### src/rtl/fetch_pkg.sv
// Purpose: shared types and constants for the fetch redirect controller.
// Contents: default address width, refill counter width, redirect source
//           and FSM state enumerations.
package fetch_pkg;

  localparam int unsigned ADDR_W_DEF = 10;
  // Refill counter holds REFILL_CYCLES-1, with REFILL_CYCLES limited to 1..7.
  localparam int unsigned RC_W       = 3;

  typedef enum logic [2:0] {
    SRC_NONE  = 3'd0,
    SRC_EX1   = 3'd1,
    SRC_EX2   = 3'd2,
    SRC_JR    = 3'd3,
    SRC_STALL = 3'd4
  } redirect_src_e;

  typedef enum logic {
    IDLE   = 1'b0,
    REFILL = 1'b1
  } fsm_state_e;

endpackage

### src/rtl/redirect_prio_arb.sv
// Purpose: combinational priority encoder over the redirect/stall requests.
//   Priority order is ex_misp_1 > ex_misp_2 > id_jr > stall_req. id_jr and
//   stall_req are only eligible in IDLE, because during REFILL decode holds
//   wrong-path words.
// Ports:
//   state_i                      current controller state
//   ex_misp_1_i / ex_target_1_i  execute slot-1 mispredict and its target
//   ex_misp_2_i / ex_target_2_i  execute slot-2 mispredict and its target
//   id_jr_i / id_jr_target_i     decode jr and its target
//   stall_req_i                  decode stall request
//   src_o                        winning source
//   target_o                     target of the winner (0 when none)
module redirect_prio_arb
  import fetch_pkg::*;
#(
  parameter int unsigned ADDR_W = ADDR_W_DEF
) (
  input  fsm_state_e          state_i,
  input  logic                ex_misp_1_i,
  input  logic [ADDR_W-1:0]   ex_target_1_i,
  input  logic                ex_misp_2_i,
  input  logic [ADDR_W-1:0]   ex_target_2_i,
  input  logic                id_jr_i,
  input  logic [ADDR_W-1:0]   id_jr_target_i,
  input  logic                stall_req_i,
  output redirect_src_e       src_o,
  output logic [ADDR_W-1:0]   target_o
);

  always_comb begin
    src_o    = SRC_NONE;
    target_o = '0;
    if (ex_misp_1_i) begin
      src_o    = SRC_EX1;
      target_o = ex_target_1_i;
    end else if (ex_misp_2_i) begin
      src_o    = SRC_EX2;
      target_o = ex_target_2_i;
    end else if (state_i == IDLE) begin
      if (id_jr_i) begin
        src_o    = SRC_JR;
        target_o = id_jr_target_i;
      end else if (stall_req_i) begin
        src_o    = SRC_STALL;
      end
    end
  end

endmodule

### src/rtl/fetch_redirect_ctrl.sv
// Purpose: sequencing controller for the dual-issue predict-not-taken fetch
//   stage. Picks a PC redirect source each cycle, drives the fetch unit's
//   correction/jr/hold inputs and the pipeline flush strobes, and tracks the
//   instruction-memory refill window after every redirect.
// Ports:
//   clk, rst                         clock, async active-high reset
//   ex_misp_1/2, ex_target_1/2       execute-stage mispredicts and targets
//   id_jr, id_jr_target              decode jr and forwarded target
//   stall_req                        decode hazard, freeze fetch
//   correct_en, correction           redirect fetch to a mispredict target
//   jr, reg1Addr                     redirect fetch to a jr target
//   hold                             freeze fetch PC
//   flush_if, flush_id, flush_ex2    squash strobes
//   busy                             controller in REFILL
//   stat_redirects, stat_stalls      saturating statistics (optional)
// Configuration: define FETCH_REDIRECT_STATS_EN to add the statistics
//   counters, their CNT_W parameter and output ports.
module fetch_redirect_ctrl
  import fetch_pkg::*;
#(
  parameter int unsigned ADDR_W        = ADDR_W_DEF,
  parameter int unsigned REFILL_CYCLES = 1
`ifdef FETCH_REDIRECT_STATS_EN
  ,
  parameter int unsigned CNT_W         = 16
`endif
) (
  input  logic              clk,
  input  logic              rst,
  input  logic              ex_misp_1,
  input  logic [ADDR_W-1:0] ex_target_1,
  input  logic              ex_misp_2,
  input  logic [ADDR_W-1:0] ex_target_2,
  input  logic              id_jr,
  input  logic [ADDR_W-1:0] id_jr_target,
  input  logic              stall_req,
  output logic              correct_en,
  output logic [ADDR_W-1:0] correction,
  output logic              jr,
  output logic [ADDR_W-1:0] reg1Addr,
  output logic              hold,
  output logic              flush_if,
  output logic              flush_id,
  output logic              flush_ex2,
  output logic              busy
`ifdef FETCH_REDIRECT_STATS_EN
  ,
  output logic [CNT_W-1:0]  stat_redirects,
  output logic [CNT_W-1:0]  stat_stalls
`endif
);

  localparam logic [RC_W-1:0] RC_LOAD = RC_W'(REFILL_CYCLES - 1);

  fsm_state_e        state_q, state_d;
  logic [RC_W-1:0]   cnt_q, cnt_d;
  redirect_src_e     src;
  logic [ADDR_W-1:0] sel_target;
  logic [ADDR_W-1:0] correction_q;
  logic [ADDR_W-1:0] reg1_addr_q;
  logic              ex_redirect;
  logic              redirect;

  redirect_prio_arb #(.ADDR_W(ADDR_W)) u_arb (
    .state_i        (state_q),
    .ex_misp_1_i    (ex_misp_1),
    .ex_target_1_i  (ex_target_1),
    .ex_misp_2_i    (ex_misp_2),
    .ex_target_2_i  (ex_target_2),
    .id_jr_i        (id_jr),
    .id_jr_target_i (id_jr_target),
    .stall_req_i    (stall_req),
    .src_o          (src),
    .target_o       (sel_target)
  );

  assign ex_redirect = (src == SRC_EX1) || (src == SRC_EX2);
  assign redirect    = ex_redirect || (src == SRC_JR);

  // State and refill counter registers.
  always_ff @(posedge clk or posedge rst) begin
    if (rst) begin
      state_q <= IDLE;
      cnt_q   <= '0;
    end else begin
      state_q <= state_d;
      cnt_q   <= cnt_d;
    end
  end

  // Next state: any redirect (re)starts the refill window.
  always_comb begin
    state_d = state_q;
    cnt_d   = cnt_q;
    if (redirect) begin
      state_d = REFILL;
      cnt_d   = RC_LOAD;
    end else if (state_q == REFILL) begin
      if (cnt_q == '0) state_d = IDLE;
      else             cnt_d   = cnt_q - RC_W'(1);
    end
  end

  // Last-issued targets, so correction/reg1Addr stay stable when idle.
  always_ff @(posedge clk or posedge rst) begin
    if (rst) begin
      correction_q <= '0;
      reg1_addr_q  <= '0;
    end else begin
      if (ex_redirect)   correction_q <= sel_target;
      if (src == SRC_JR) reg1_addr_q  <= sel_target;
    end
  end

  // Outputs follow the arbiter in the same cycle; rst forces everything low.
  always_comb begin
    correct_en = 1'b0;
    correction = '0;
    jr         = 1'b0;
    reg1Addr   = '0;
    hold       = 1'b0;
    flush_if   = 1'b0;
    flush_id   = 1'b0;
    flush_ex2  = 1'b0;
    busy       = 1'b0;
    if (!rst) begin
      correction = correction_q;
      reg1Addr   = reg1_addr_q;
      busy       = (state_q == REFILL);
      flush_if   = (state_q == REFILL);
      unique case (src)
        SRC_EX1, SRC_EX2: begin
          correct_en = 1'b1;
          correction = sel_target;
          flush_if   = 1'b1;
          flush_id   = 1'b1;
          // Slot 2 is younger than a mispredicting slot 1, so squash it.
          flush_ex2  = (src == SRC_EX1);
        end
        SRC_JR: begin
          jr       = 1'b1;
          reg1Addr = sel_target;
          flush_if = 1'b1;
        end
        SRC_STALL: hold = 1'b1;
        default: ;
      endcase
    end
  end

`ifdef FETCH_REDIRECT_STATS_EN
  logic [CNT_W-1:0] stat_redirects_q;
  logic [CNT_W-1:0] stat_stalls_q;

  // Saturating event counters.
  always_ff @(posedge clk or posedge rst) begin
    if (rst) begin
      stat_redirects_q <= '0;
      stat_stalls_q    <= '0;
    end else begin
      if (redirect && !(&stat_redirects_q))
        stat_redirects_q <= stat_redirects_q + CNT_W'(1);
      if ((src == SRC_STALL) && !(&stat_stalls_q))
        stat_stalls_q <= stat_stalls_q + CNT_W'(1);
    end
  end

  assign stat_redirects = stat_redirects_q;
  assign stat_stalls    = stat_stalls_q;
`endif

endmodule

### config.mk
export PLATFORM = sky130hd
export DESIGN_NAME = fetch_redirect_ctrl
export DESIGN_NICKNAME = d
export VERILOG_FILES = /design/src/rtl/fetch_pkg.sv /design/src/rtl/redirect_prio_arb.sv /design/src/rtl/fetch_redirect_ctrl.sv
export SDC_FILE = /design/constraint.sdc
export NUM_CORES = 1
export LEC_CHECK = 0
export ABC_AREA = 1
export CORE_UTILIZATION = 40
export DETAILED_ROUTE_END_ITERATION = 12
export PLACE_DENSITY = 0.77
export SLEW_MARGIN = 0
export SYNTH_ARGS = -nofsm -noshare
export SYNTH_HDL_FRONTEND = slang
export SYNTH_SLANG_ARGS = --single-unit
### constraint.sdc
create_clock -name clk -period 5.7 [get_ports clk]
set_input_delay 1.71 -clock clk [delete_from_list [all_inputs] [get_ports clk]]
set_output_delay 1.71 -clock clk [all_outputs]
set_load 0.005 [all_outputs]
# Word-level counts from Yosys, hierarchy flattened
# Index checks and enable logic that the tools add are counted.
# W data, S select, Z words.
# word_totals
ff_bits	24
elab_cells	47
output_inout_bits	27
# op_classes
eq_ne	5
n_addsub	1
n_mux	30
reduce_logical	7
# ops
operator	n
$mux W10	8
$mux W3	8
$mux W1	14
$eq A3 B2 Y1 const B	2
$eq A3 B1 Y1 const B	1
$eq A3 B3 Y1 const B	1
$logic_not A3 Y1	1
$reduce_or A3 Y1	1
$sub A3 B1 Y3 const B	1
$logic_or A1 B1 Y1	2
$ne A2 B2 Y1 const B	1
$reduce_and A2 Y1	1
$reduce_bool A2 Y1	1
$reduce_or A2 Y1	1

# Logic depth before layout (Yosys ltp)
# depth
ltp_word	10
mapped_depth	7

# Modules after synthesis
# From an unflattened synthesis, not the netlist that was laid out.
# hier_totals
cells_unflattened	241
area_unflattened_um2	1696.6
# by_module_without_submodules
module	instances	area_per_inst_um2	cells_each
fetch_redirect_ctrl	1	1423.9	187
redirect_prio_arb	1	272.8	54

# Least setup slack after synthesis
# No wires, ideal clock.
# synth_timing
path_type	input-to-output
from	input rst
to	output hold
stages	4
path_slack_ns	1.183
arrival_time_ns	2.807
path_cell_list	clkbuf_1 inv_1 nand2_1 nor4_1
# synth_between
elab_chain_cells	1
# synth_rtl
item	line	rtl
from (decl)	fetch_redirect_ctrl.sv:29	input logic rst,
$mux W1	fetch_redirect_ctrl.sv:126	if (!rst) begin
to (decl)	fetch_redirect_ctrl.sv:41	output logic hold,
# Every way passes these cells.

# Worst setup path after layout
# layout_timing
from	input ex_misp_2
to	output reg1Addr[8]
# layout_between
elab_chain_cells	5
elab_cells_between_ends	7
classes_between	eq/ne: 1; mux: 6
# layout_rtl
item	line	rtl
from (decl)	fetch_redirect_ctrl.sv:32	input logic ex_misp_2,
$mux W3	redirect_prio_arb.sv:36	end else if (ex_misp_2_i) begin
$mux W3	redirect_prio_arb.sv:33	if (ex_misp_1_i) begin
$eq A3 B2 Y1	fetch_redirect_ctrl.sv:131	unique case (src)
$mux W10 (*)	-	
$mux W10 (*)	fetch_redirect_ctrl.sv:126	
to (decl)	fetch_redirect_ctrl.sv:40	output logic [ADDR_W-1:0] reg1Addr,
# Mark *: on every way between the ends. The rest lies on a longest branch, timed or not.

==> flow_summary_export.csv <==
group,metric,value,unit
logic_synthesis,synth_fa_ha_area_share,1.77,%
logic_synthesis,synthCells,200,
sta,min_period,5.37,ns
cells_and_area,drive_gt1_share,6.54,%
place,place_congestion,0.856,
cells_and_area,antennaDiodeCount,0,
setup_path,worstPathRequired,3.99,ns
sta,clock.fmax,186,MHz
logic_synthesis,async_flop_share,100,%
route,viasPerCell,4.84,
grt,grt_first_pass_wirelength,6.20,mm
die,die-area,0.00377,sq mm
clocking,cts_root_buf,"clkbuf_4",
logic_synthesis,synth_xor_area_share,0,%
die,ios,63,
clocking,clk-insertion-delay-late,0.33,ns
die,num_rows,21,
setup_path,endpoint_kind,"output port",
sta,skew,0.000973,ns
logic_synthesis,synthTopCellsByArea,"dfrtp_1 (43%), nand2_1 (18%), a21oi_1 (7.5%)",
grt,grt_pass1_vias,1388,
sta,worst_slew_pin_slew,0.333,ns
logic_synthesis,yosys.area_share.simple,34.6,%
die,die_h,61.4,um
logic_synthesis,synthMostInstantiatedCell,"nand2_1",
route,via_count,1481,
power_and_ir_drop,ir_worst_vdd,0.000118,V
logic_synthesis,synth_top_family_by_area,"simple AND/OR/NAND/NOR gates",
sta,finalSetupViolCount,0,
grt,grt_util_all_layers,22.2,%
route,drcViolationCount,0,
cells_and_area,areaGrowthSynthToFinish,50.6,%
cells_and_area,multi_input_area,684,sq um
sta,slew_headroom,77.8,%
route,dr.pass1.iters,4,
logic_synthesis,yosysTopAreaCellShare,42.6,%
logic_synthesis,synth_compound_area_share,12.2,%
sta,holdWs,0.492,ns
clocking,cts_hold_buf,0,
die,core_area,0.00336,sq mm
place,numPortBuffers,62,
route,ant_nets,0,
clocking,cts_tree,"yes",
logic_synthesis,synth_top_area_cell,"dfrtp_1",
logic_synthesis,yosysSeqAreaShare,42.6,%
hold_path,hold_class,"register to register",
clocking,cts_sinks,24,
power_and_ir_drop,power.density,216,mW/mm^2
sta,hold_viol_final,0,
place,hpwlAfterDp,2.97,mm
grt,grt_max_degree,20,
cells_and_area,fill_cells,321,
route,wl_per_cell,12.6,um
grt,antenna_found_initial,0,
setup_path,start_kind,"input port",
setup_path,critical_path.max_fanout,19,
setup_path,path_class,"input port to output port",
route,finalWirelength,3.85,mm
job,maxCapViolCount,0,
cells_and_area,seq_area,601,sq um
clocking,path_clk_slew,0.13,ns
setup_path,critPathArrivalTime,3.66,ns
logic_synthesis,synth_edf_count,0,
logic_synthesis,mappedNetlistArea,0.00141,sq mm
sta,drv_slew,0,
sta,rsz0062_at_grt,"no",
logic_synthesis,yosysWarningCount,0,
clocking,numCtsBuffers,3,
cells_and_area,nNetsFinal,299,
route,drt_iter0_drc,51,
clocking,cts_max_level,1,
clocking,post-cts-setup-buffer-count,0,
power_and_ir_drop,total_leakage_power,0.000927,uW
clocking,cts_resized,0,
die,die_x,61.4,um
logic_synthesis,synth_common_cells,"nand2_1 (66), dfrtp_1 (24), nor2_1 (24)",
logic_synthesis,synthMuxAreaShare,0,%
logic_synthesis,ys_ff_latch,24,
grt,grt_overflow,0,
logic_synthesis,postSynthAreaPerCell,7.05,sq um
logic_synthesis,syn_nets,238,
clocking,clock_path_buffers,2,
logic_synthesis,yosys_most_used_dff,"dfrtp_1",
sta,period_share,94.1,%
logic_synthesis,synth.distinct_cells,19,
die,start_util,41.9,%
sta,tns,0,ns
status,status,"completed",
[cell type report]
| type | count | share of cell area, % |
|---|---|---|
| multi-input cells | 150 | 32.2 |
| inverters | 12 | 2.24 |
| flip-flops and latches | 24 | 28.3 |
| repair buffers | 70 | 32.1 |
| well taps | 46 | 2.71 |
| clock buffers | 3 | 1.06 |
| clock inverters | 1 | 1.41 |
[worst max-delay path, cell delays in order]
cell and delay (ns):
clkdlybuf4s50_1 0.46, inv_4 0.20, nand2_4 0.17, nor2_4 0.29
nand2_1 0.12, a21oi_1 0.18, clkdlybuf4s50_1 0.52
[layout by cell type (no fill, tap or decap)]
master            n
inv_4             1
bufinv_16         1
ha_1              2
a21oi_1          21
nor4_1            1
inv_2             1
clkdlybuf4s50_1  62
nor3_1           18
nand2_1          66
o22ai_1           9
o21ai_0           2
nand3_1           4
buf_4             8
inv_1            10
nand2_4           1
clkbuf_4          3
nor2_4            2
nor2_1           24
dfrtp_1          24
[worst paths after layout]
| check | start | to | slack [ns] | cells after the start |
|---|---|---|---|---|
| hold reg to reg | correction_q[8] | correction_q[8] | 0.49 | 2 |
| max in group asynchronous | rst | reg1_addr_q[2] | 3.59 | 4 |
| min in group asynchronous | rst | state_q | 1.95 | 4 |
| setup / recovery | ex_misp_2 | reg1Addr[8] | 0.33 | 7 |
| hold / removal | correction_q[8] | correction_q[8] | 0.49 | 2 |
| setup reg to reg | state_q | reg1_addr_q[9] | 4.17 | 6 |
[through the flow]
step | instances | utilization (%) | setup slack [ns] | cell area [sq um] | total power (uW)
final | 306 | 63.1 | 0.335 | 2120 | 459
after global routing | 306 | 63.1 | 0.191 | 2120 | 484
after CTS | 306 | 63.1 | 0.348 | 2120 | 458
after detailed placement | 302 | 61.6 | 0.348 | 2070 | 335
after global placement | 302 | 61.6 | 0.360 | 2070 | 333
after floorplan | 200 | - | 1.18 | 1410 | 262
[routing by layer]
| layer | vias to the layer above | track usage, % | routed length [um] |
|---|---|---|---|
| li1 | 765 | - | - |
| met2 | 44 | 37.0 | 1800 |
| met1 | 664 | 29.9 | 1790 |
| met4 | 0 | 8.25 | 70 |
| met5 | - | 0 | 0 |
| met3 | 8 | 2.52 | 193 |
[flip-flops by register name, summed over array words and instances, names as in the netlist]
| signal | count |
|---|---|
| correction_q | 10 |
| reg1_addr_q | 10 |
| cnt_q | 3 |
| state_q | 1 |
[cell families after synthesis]
logic type | count (synthesis)
AO/OA/AOI/OAI | 32
adder cells (fa/ha/maj) | 2
buffers and inverters | 26
flip-flops | 24
AND/OR/NAND/NOR | 116
[power breakdown]
| part | total (uW) | internal [uW] | switching, uW |
|---|---|---|---|
| clock network | 127 | 71.2 | 56.0 |
| registers | 200 | 192 | 7.23 |
| logic | 132 | 73.8 | 58.1 |
| total | 459 | 337 | 121 |
Note: power is estimated with default switching activity, not from simulation.
